**src/rtl/prog_mealy_fsm_if.sv**
```systemverilog
// Bus bundle for the table-programmable Mealy FSM.
// Master drives control/config, slave returns registered status.
interface prog_mealy_fsm_if #(
    parameter int IN_W  = 2,
    parameter int ST_W  = 2,
    parameter int OUT_W = 1,
    parameter int CNT_W = 16
) ();

    logic                   en;
    logic [IN_W-1:0]        in_vec;
    logic                   cfg_we;
    logic [ST_W+IN_W-1:0]   cfg_addr;
    logic [ST_W+OUT_W-1:0]  cfg_wdata;
    logic                   st_load;
    logic [ST_W-1:0]        st_load_val;
    logic                   err_clr;
    logic [OUT_W-1:0]       o;
    logic [ST_W-1:0]        state;
    logic [CNT_W-1:0]       trans_cnt;
    logic                   err;

    modport master (
        output en,
        output in_vec,
        output cfg_we,
        output cfg_addr,
        output cfg_wdata,
        output st_load,
        output st_load_val,
        output err_clr,
        input  o,
        input  state,
        input  trans_cnt,
        input  err
    );

    modport slave (
        input  en,
        input  in_vec,
        input  cfg_we,
        input  cfg_addr,
        input  cfg_wdata,
        input  st_load,
        input  st_load_val,
        input  err_clr,
        output o,
        output state,
        output trans_cnt,
        output err
    );

endinterface

```
**src/rtl/prog_mealy_fsm.sv**
```systemverilog
// Table-programmable Mealy FSM with state load, illegal-state
// recovery, sticky error flag and saturating transition counter.
module prog_mealy_fsm #(
    parameter int IN_W       = 2,
    parameter int ST_W       = 2,
    parameter int NUM_STATES = 4,
    parameter int OUT_W      = 1,
    parameter int CNT_W      = 16
) (
    input  logic           clk,
    input  logic           reset,
    prog_mealy_fsm_if.slave bus
);

    localparam int AW    = ST_W + IN_W;
    localparam int DW    = ST_W + OUT_W;
    localparam int DEPTH = 1 << AW;

    // One extra bit so NUM_STATES == 2^ST_W is representable.
    localparam logic [ST_W:0] NS_LIM = (ST_W+1)'(NUM_STATES);

    logic [DW-1:0]    tbl [DEPTH];

    logic [ST_W-1:0]  state_q;
    logic [OUT_W-1:0] o_q;
    logic [CNT_W-1:0] cnt_q;
    logic             err_q;

    logic [ST_W-1:0]  state_d;
    logic [OUT_W-1:0] o_d;
    logic [CNT_W-1:0] cnt_d;
    logic             err_d;
    logic             set_err;

    logic [AW-1:0]    rd_addr;
    logic [DW-1:0]    ent;
    logic [ST_W-1:0]  ent_next;
    logic [OUT_W-1:0] ent_out;
    logic             next_ok;
    logic             load_ok;

    logic             do_load;
    logic             do_stall;
    logic             do_step;

    // Reset entry: next state is the state field of the index, out = 0.
    function automatic logic [DW-1:0] self_loop(input int idx);
        return {ST_W'(idx >> IN_W), {OUT_W{1'b0}}};
    endfunction

    // Table storage: reverts to self-loop on reset, cfg writes always land.
    always_ff @(posedge clk or negedge reset) begin
        if (!reset) begin
            for (int i = 0; i < DEPTH; i++) begin
                tbl[i] <= self_loop(i);
            end
        end else if (bus.cfg_we) begin
            tbl[bus.cfg_addr] <= bus.cfg_wdata;
        end
    end

    assign rd_addr  = {state_q, bus.in_vec};
    assign ent      = tbl[rd_addr];
    assign ent_next = ent[DW-1:OUT_W];
    assign ent_out  = ent[OUT_W-1:0];

    assign next_ok  = {1'b0, ent_next} < NS_LIM;
    assign load_ok  = {1'b0, bus.st_load_val} < NS_LIM;

    // Load beats a config write, which stalls stepping.
    assign do_load  = bus.st_load;
    assign do_stall = !bus.st_load && bus.cfg_we;
    assign do_step  = !bus.st_load && !bus.cfg_we && bus.en;

    // Next-state, output and counter selection by operating mode.
    always_comb begin
        state_d = state_q;
        o_d     = o_q;
        cnt_d   = cnt_q;
        set_err = 1'b0;
        unique case (1'b1)
            do_load: begin
                state_d = load_ok ? bus.st_load_val : '0;
                set_err = !load_ok;
                o_d     = '0;
                cnt_d   = '0;
            end
            do_stall: begin
                state_d = state_q;
            end
            do_step: begin
                o_d     = ent_out;
                state_d = next_ok ? ent_next : '0;
                set_err = !next_ok;
                if (state_d != state_q && cnt_q != '1) begin
                    cnt_d = cnt_q + CNT_W'(1);
                end
            end
            default: begin
                state_d = state_q;
            end
        endcase
    end

    // Sticky error: a new set condition outranks a clear.
    always_comb begin
        err_d = set_err | (err_q & ~bus.err_clr);
    end

    // Registered state, output and counter.
    always_ff @(posedge clk or negedge reset) begin
        if (!reset) begin
            state_q <= '0;
            o_q     <= '0;
            cnt_q   <= '0;
        end else begin
            state_q <= state_d;
            o_q     <= o_d;
            cnt_q   <= cnt_d;
        end
    end

    // Error flag register.
    always_ff @(posedge clk or negedge reset) begin
        if (!reset) begin
            err_q <= 1'b0;
        end else begin
            err_q <= err_d;
        end
    end

    assign bus.state     = state_q;
    assign bus.o         = o_q;
    assign bus.trans_cnt = cnt_q;
    assign bus.err       = err_q;

endmodule

```
**src/flat_wrapper.sv**
```systemverilog
// flat-port wrapper written by rule: the top's interface ports become plain ports
module prog_mealy_fsm_flat 
#(
    parameter int IN_W       = 2,
    parameter int ST_W       = 2,
    parameter int NUM_STATES = 4,
    parameter int OUT_W      = 1,
    parameter int CNT_W      = 16
)
  (clk, reset, bus_en, bus_in_vec, bus_cfg_we, bus_cfg_addr, bus_cfg_wdata, bus_st_load, bus_st_load_val, bus_err_clr, bus_o, bus_state, bus_trans_cnt, bus_err);
  prog_mealy_fsm_if #(.IN_W(IN_W), .ST_W(ST_W), .OUT_W(OUT_W), .CNT_W(CNT_W)) bus_i ();
  input  logic clk;
  input  logic reset;
  input wire logic [$bits(bus_i.en)-1:0] bus_en;
  input wire logic [$bits(bus_i.in_vec)-1:0] bus_in_vec;
  input wire logic [$bits(bus_i.cfg_we)-1:0] bus_cfg_we;
  input wire logic [$bits(bus_i.cfg_addr)-1:0] bus_cfg_addr;
  input wire logic [$bits(bus_i.cfg_wdata)-1:0] bus_cfg_wdata;
  input wire logic [$bits(bus_i.st_load)-1:0] bus_st_load;
  input wire logic [$bits(bus_i.st_load_val)-1:0] bus_st_load_val;
  input wire logic [$bits(bus_i.err_clr)-1:0] bus_err_clr;
  output wire logic [$bits(bus_i.o)-1:0] bus_o;
  output wire logic [$bits(bus_i.state)-1:0] bus_state;
  output wire logic [$bits(bus_i.trans_cnt)-1:0] bus_trans_cnt;
  output wire logic [$bits(bus_i.err)-1:0] bus_err;
  assign bus_i.en = bus_en;
  assign bus_i.in_vec = bus_in_vec;
  assign bus_i.cfg_we = bus_cfg_we;
  assign bus_i.cfg_addr = bus_cfg_addr;
  assign bus_i.cfg_wdata = bus_cfg_wdata;
  assign bus_i.st_load = bus_st_load;
  assign bus_i.st_load_val = bus_st_load_val;
  assign bus_i.err_clr = bus_err_clr;
  assign bus_o = bus_i.o;
  assign bus_state = bus_i.state;
  assign bus_trans_cnt = bus_i.trans_cnt;
  assign bus_err = bus_i.err;
  prog_mealy_fsm #(.IN_W(IN_W), .ST_W(ST_W), .NUM_STATES(NUM_STATES), .OUT_W(OUT_W), .CNT_W(CNT_W)) u_core (.clk(clk), .reset(reset), .bus(bus_i));
endmodule
```
**config.mk**
```make
export PLATFORM = sky130hd
export DESIGN_NAME = prog_mealy_fsm_flat
export DESIGN_NICKNAME = d
export VERILOG_FILES = /design/src/rtl/prog_mealy_fsm_if.sv /design/src/rtl/prog_mealy_fsm.sv /design/src/flat_wrapper.sv
export SDC_FILE = /design/constraint.sdc
export NUM_CORES = 1
export LEC_CHECK = 0
export BUFFER_PORTS_ARGS = -buffer_cell sky130_fd_sc_hd__buf_4
export CORE_MARGIN = 1.5
export CORE_UTILIZATION = 56
export CTS_CLUSTER_SIZE = 8
export DETAILED_ROUTE_END_ITERATION = 16
export MAX_ROUTING_LAYER = met4
export PLACE_DENSITY = 0.79
export SLEW_MARGIN = 20
export SYNTH_ARGS = -nofsm -noshare
export SYNTH_HDL_FRONTEND = slang
export SYNTH_SLANG_ARGS = --single-unit
export TNS_END_PERCENT = 50
```
**constraint.sdc**
```tcl
create_clock -name clk -period 2.8 [get_ports clk]
set_input_delay 0.56 -clock clk [delete_from_list [all_inputs] [get_ports clk]]
set_output_delay 0.56 -clock clk [all_outputs]
set_load 0.005 [all_outputs]
```
After elaboration in Yosys (flattened, before gate mapping)
Cells that the tools add are included.
{"block": "word_totals", "ff_bits": 68, "input_bits": 17, "output_inout_bits": 20, "wordCells": 49}
{"block": "classes", "n_addsub": 1, "magnitude_cmp": 3, "eq_ne": 3, "muxes": 10, "bitwise_logic": 4, "reduce_logical": 8}
{"cell": "$bwmux 48", "n": 1}
{"cell": "$pmux 16 s2", "n": 1}
{"cell": "$add 16x1->16 const B", "n": 1}
{"cell": "$mux 16", "n": 1}
{"cell": "$ne 16x16->1 const B", "n": 1}
{"cell": "$bmux 3 s4", "n": 1}
{"cell": "$demux 3 s4", "n": 1}
{"cell": "$ge 5x5->1 const B", "n": 2}
{"cell": "$not 4->5", "n": 2}
{"cell": "$mux 3", "n": 3}
{"cell": "$lt 5x1->1 const B", "n": 1}
{"cell": "$logic_and 1x1->1", "n": 4}
{"cell": "$pmux 2 s2", "n": 1}
{"cell": "$logic_not 1->1", "n": 2}
{"cell": "$ne 2x2->1", "n": 1}
{"cell": "$ne 2x2->1 const B", "n": 1}
{"cell": "$pmux 1 s2", "n": 1}
{"cell": "$reduce_and 2->1", "n": 1}
{"cell": "$reduce_bool 2->1", "n": 1}
{"cell": "$and 1x1->1", "n": 1}
{"cell": "$not 1->1", "n": 1}

Logic depth before layout (Yosys ltp)
{"block": "depth", "ltp_word": 8, "ltp_mapped": 9, "mapped_depth_nobuf": 7}

Worst setup path after synthesis
Ideal clock, no wire load.
{"block": "synth_path", "kind": "input to register", "from": "input bus_in_vec[0]", "to": "register u_core.cnt_q[5] (netlist: u_core.bus.trans_cnt[5])", "setup_ns": 0.125, "t_arrival_ns": 2.418, "t_required_ns": 2.675, "setup_slack_ns": 0.257, "path_stages": 7, "n_path_buf": 2, "path_cell_list": "buf_2 mux4_2 o21ai_1 a221oi_4 buf_6 nor4_1 mux2_2"}
{"block": "synth_via", "elab_chain_len": 8}
{"element": "start, declared", "line": "flat_wrapper.sv:15", "source": "input wire logic [$bits(bus_i.in_vec)-1:0] bus_in_vec;"}
{"element": "$not 4->5 (not written as such)", "line": "prog_mealy_fsm.sv:63", "source": "assign ent = tbl[rd_addr];"}
{"element": "$bmux 3 s4", "line": "prog_mealy_fsm.sv:63"}
{"element": "$mux 3 (not written as such) (2 in series)", "line": "prog_mealy_fsm.sv:63"}
{"element": "$ne 2x2->1", "line": "prog_mealy_fsm.sv:95", "source": "if (state_d != state_q && cnt_q != '1) begin"}
{"element": "$logic_and 1x1->1", "line": "prog_mealy_fsm.sv:95"}
{"element": "$ne 2x2->1 (no line)"}
{"element": "$reduce_and 2->1 (no line)"}
{"element": "end signal, assigned", "line": "prog_mealy_fsm.sv:119", "source": "cnt_q <= cnt_d;"}
{"element": "end, declared", "line": "prog_mealy_fsm.sv:26", "source": "logic [CNT_W-1:0] cnt_q;"}
Every way passes these cells. The select of a mux whose other input is x is not followed.
A chain may end at the register's enable or synchronous reset.

Worst setup path in the final report
{"block": "layout_path", "from": "register u_core.cnt_q[0] (netlist: u_core.bus.trans_cnt[0])", "to": "register u_core.cnt_q[14] (netlist: u_core.bus.trans_cnt[14])"}
{"block": "layout_via", "elab_chain_len": 4, "elab_cells_between_ends": 7, "cone_classes": "1 x add/sub; 2 x eq/ne; 2 x mux; 2 x reduce/logical"}
{"element": "parallel branches: the longest is 4 deep, another holds $add 16x1->16"}
Parallel ways; which one is timed is not known. The select of a mux whose other input is x is not followed.

==> results.toml <==
[run_status]
status = "finished, final reports clean"

[timing]
fin_crit_ns = 2.386
tightest_slew_ns = 0.8356
fin_crit_sh_pct = 85.21
fin_ws_ns = 0.4142
fin_skew_ns = 0.006121
holdWs_ns = 0.3155
slew_headroom_pct = 44.29
fmax_mhz = 419.2
hold_viol = 0
slew_violations = 0
setup_violations = 0
rsz0062_at_grt = "no"
setup-tns-final_ns = 0

[die]
die_width_um = 82.45
start_util_pct = 59.00
dieArea_mm2 = 0.006797
die-height_um = 82.45
num_io_pins = 37
core_mm2 = 0.005991
rows = 28

[clocking]
cts_sinks = 68
post_cts_buffers = 0
clk_pin_slew_ns = 0.07
cts_buffers = 9
clk_path_buf_depth = 2
cts_tree = "built"
ctsHtreeMaxLevel = 3
clock_latency_ns = 0.35
ctsResizeCount = 0
hold_buffers = 0
cts-root-buf = "clkbuf_8"

[placement]
routabilityCongestion = 0.8966
pre_cts_slack_ns = 0.1417
io_buffers = 36
hpwl_mm = 5.417

[power]
power_frac_comb_pct = 20.1
p_leak_nw = 1.694
seq_power_share_pct = 51.5
p_clk_share_pct = 28.3
finalPower_w = 0.002499
p_sw_w = 0.0006916
ir_drop_mv = 0.3831
p_int_w = 0.001808
p_per_area_mw_per_mm2 = 616.2
switching_share_pct = 27.67

[worst_setup_path]
critPathKind = "reg2reg"
regToRegSetupSlack_ns = 0.41
end_kind = "register"
crit_path_start_kind = "register"
path_max_fanout = 6
r2r_cells = 7
arrival_ns = 2.67
startpoint = "u_core.bus.trans_cnt[0]"
worstReg2RegEnd = "u_core.bus.trans_cnt[14]"
r2r_start = "u_core.bus.trans_cnt[0]"
worst-endpoint-required_ns = 3.08

[min_path]
min_path_type = "in2async"

[logic_synthesis]
syn-cell-area_mm2 = 0.003535
async_flop_share_pct = 100.0
synth_area_leader_cell = "dfrtp_1"
synth_compound_area_share_pct = 7.788
yosysWarnings = 0
yosys.area_share.simple_pct = 15.47
synth.distinct_cells = 41
synth_xor_area_share_pct = 0
synthMuxAreaShare_pct = 25.20
synth_enable_flop_cells = 0
synth_top_family_by_area = "multiplexers"
synth-seq-cells = 68
synth.avg_cell_area_um2 = 11.82
synth_area_leaders = "dfrtp_1 (37%), mux2_2 (18%), dfstp_2 (12%)"
synthFlopType = "dfrtp_1"
synth_nets = 317
syn-instance-count = 299
yosysSeqAreaShare_pct = 48.71
yosysTopAreaCellShare_pct = 36.81
synthAdderAreaFrac_pct = 0.3540

[layout]
n_antenna_cell = 0
ff_latch_area_mm2 = 0.001722
area_growth_pct = 14.76
drive_above_1_share_pct = 43.86
multiInputGateArea_mm2 = 0.001725
nFillCells = 441
finish.utilization_pct = 67.71
nets = 355

[detailed_routing]
drc = 0
routed_wl_mm = 7.713
ant_nets = 0
vias = 2601
wl_per_cell_um = 18.50
drtPass1Iterations = 5
drt_iter0_drc = 265
vias_per_cell = 6.237

[global_routing]
overflow = 0
grt_pass1_wl_mm = 12.39
antenna_found_initial = 0
grt_max_degree = 69
gr-usage-all-layers_pct = 25.82
grt_pass1_vias = 2400

[job]
drv_cap = 0
==> how the worst max path moves through the flow <==
stage	end	slack [ns]
finish	u_core.bus.trans_cnt[14]	0.41
global route	u_core.bus.trans_cnt[14]	0.24
CTS	u_core.bus.trans_cnt[14]	0.44
detailed placement	u_core.bus.trans_cnt[10]	0.14
global placement	u_core.bus.trans_cnt[14]	0.19
floorplan	u_core.bus.trans_cnt[5]	0.26
==> power by group through the flow <==
stage | sequential (W) | clock (W) | combinational [W]
2_1_floorplan | 0.00126 | 0 | 0.000375
3_3_place_gp | 0.00130 | 0 | 0.000486
3_5_place_dp | 0.00130 | 0 | 0.000502
4_1_cts | 0.00129 | 0.000718 | 0.000504
5_1_grt | 0.00131 | 0.000759 | 0.000546
6_report | 0.00129 | 0.000708 | 0.000503
==> worst max-delay path, stage by stage, from the launching register on <==
cell and delay (ns):
dfrtp_1 0.44, ha_1 0.26, nand4_1 0.18, or2_2 0.35, nor2_1 0.20, nand2_1 0.10, or4b_2 0.63, a21oi_1 0.15
==> flip-flops by register name (all words and copies together) (netlist names) <==
name,flops
u_core.bus.err,1
u_core.bus.state,2
u_core.bus.trans_cnt,16
u_core.tbl,48
u_core.bus.o,1
==> kinds of logic (layout without fill, tap and decap cells) <==
kind of cell | count (synthesis) | after routing
flip-flops | 68 | 68
multiplexers | 72 | 72
buffers and inverters | 18 | 61
AO/OA/AOI/OAI | 37 | 37
AND/OR/NAND/NOR | 103 | 103
adder cells (fa/ha/maj) | 1 | 1
==> cells in the final DEF, fill, tap and decap left out, drive strengths merged, types with 3 or more instances in the layout <==
cell,count
nor4,3
mux2i,8
nor3,10
nand2b,6
or2,3
o41ai,4
mux4,8
o21ai,4
a21oi,12
clkbuf,11
dfstp,16
nor2,21
or3,4
nand2,20
mux2,56
nand3,7
or4b,4
nand4,6
buf,44
or4,6
nor2b,8
dfrtp,52
o31ai,6
clkinv,4
==> synth_stat cells (6+ instances only) <==
cell type	count
dfstp_2	16
dfrtp_1	52
mux4_2	8
clkbuf_1	9
nand2_1	20
nand3_1	7
nand4_1	6
nor3_1	10
nor2b_1	8
a21oi_1	12
mux2i_1	8
mux2_2	56
o31ai_1	6
or4_1	6
nand2b_1	6
nor2_1	21
==> through the flow <==
stage          instances  area [µm²]
3_3_place_gp         401        3887
4_1_cts              417        4056
3_5_place_dp         401        3887
6_report             417        4056
2_1_floorplan        299        3535
5_1_grt              417        4056
==> final cells by class <==
cell class,instances,share of cell area [%]
sequential,68,42.44
clock buffer,11,3.486
tap,75,2.313
clock inverter,5,0.6786
inverter,1,0.09254
timing repair buffer,44,8.452
multi-input combinational,213,42.54
==> routing by layer <==
layer	share of wire, %	global-route usage [%]
met5	0	-
met4	2.2	9.322
met3	4.9	4.396
met2	48	39.27
met1	44	35.00
Power figures use the tool's default switching activity.
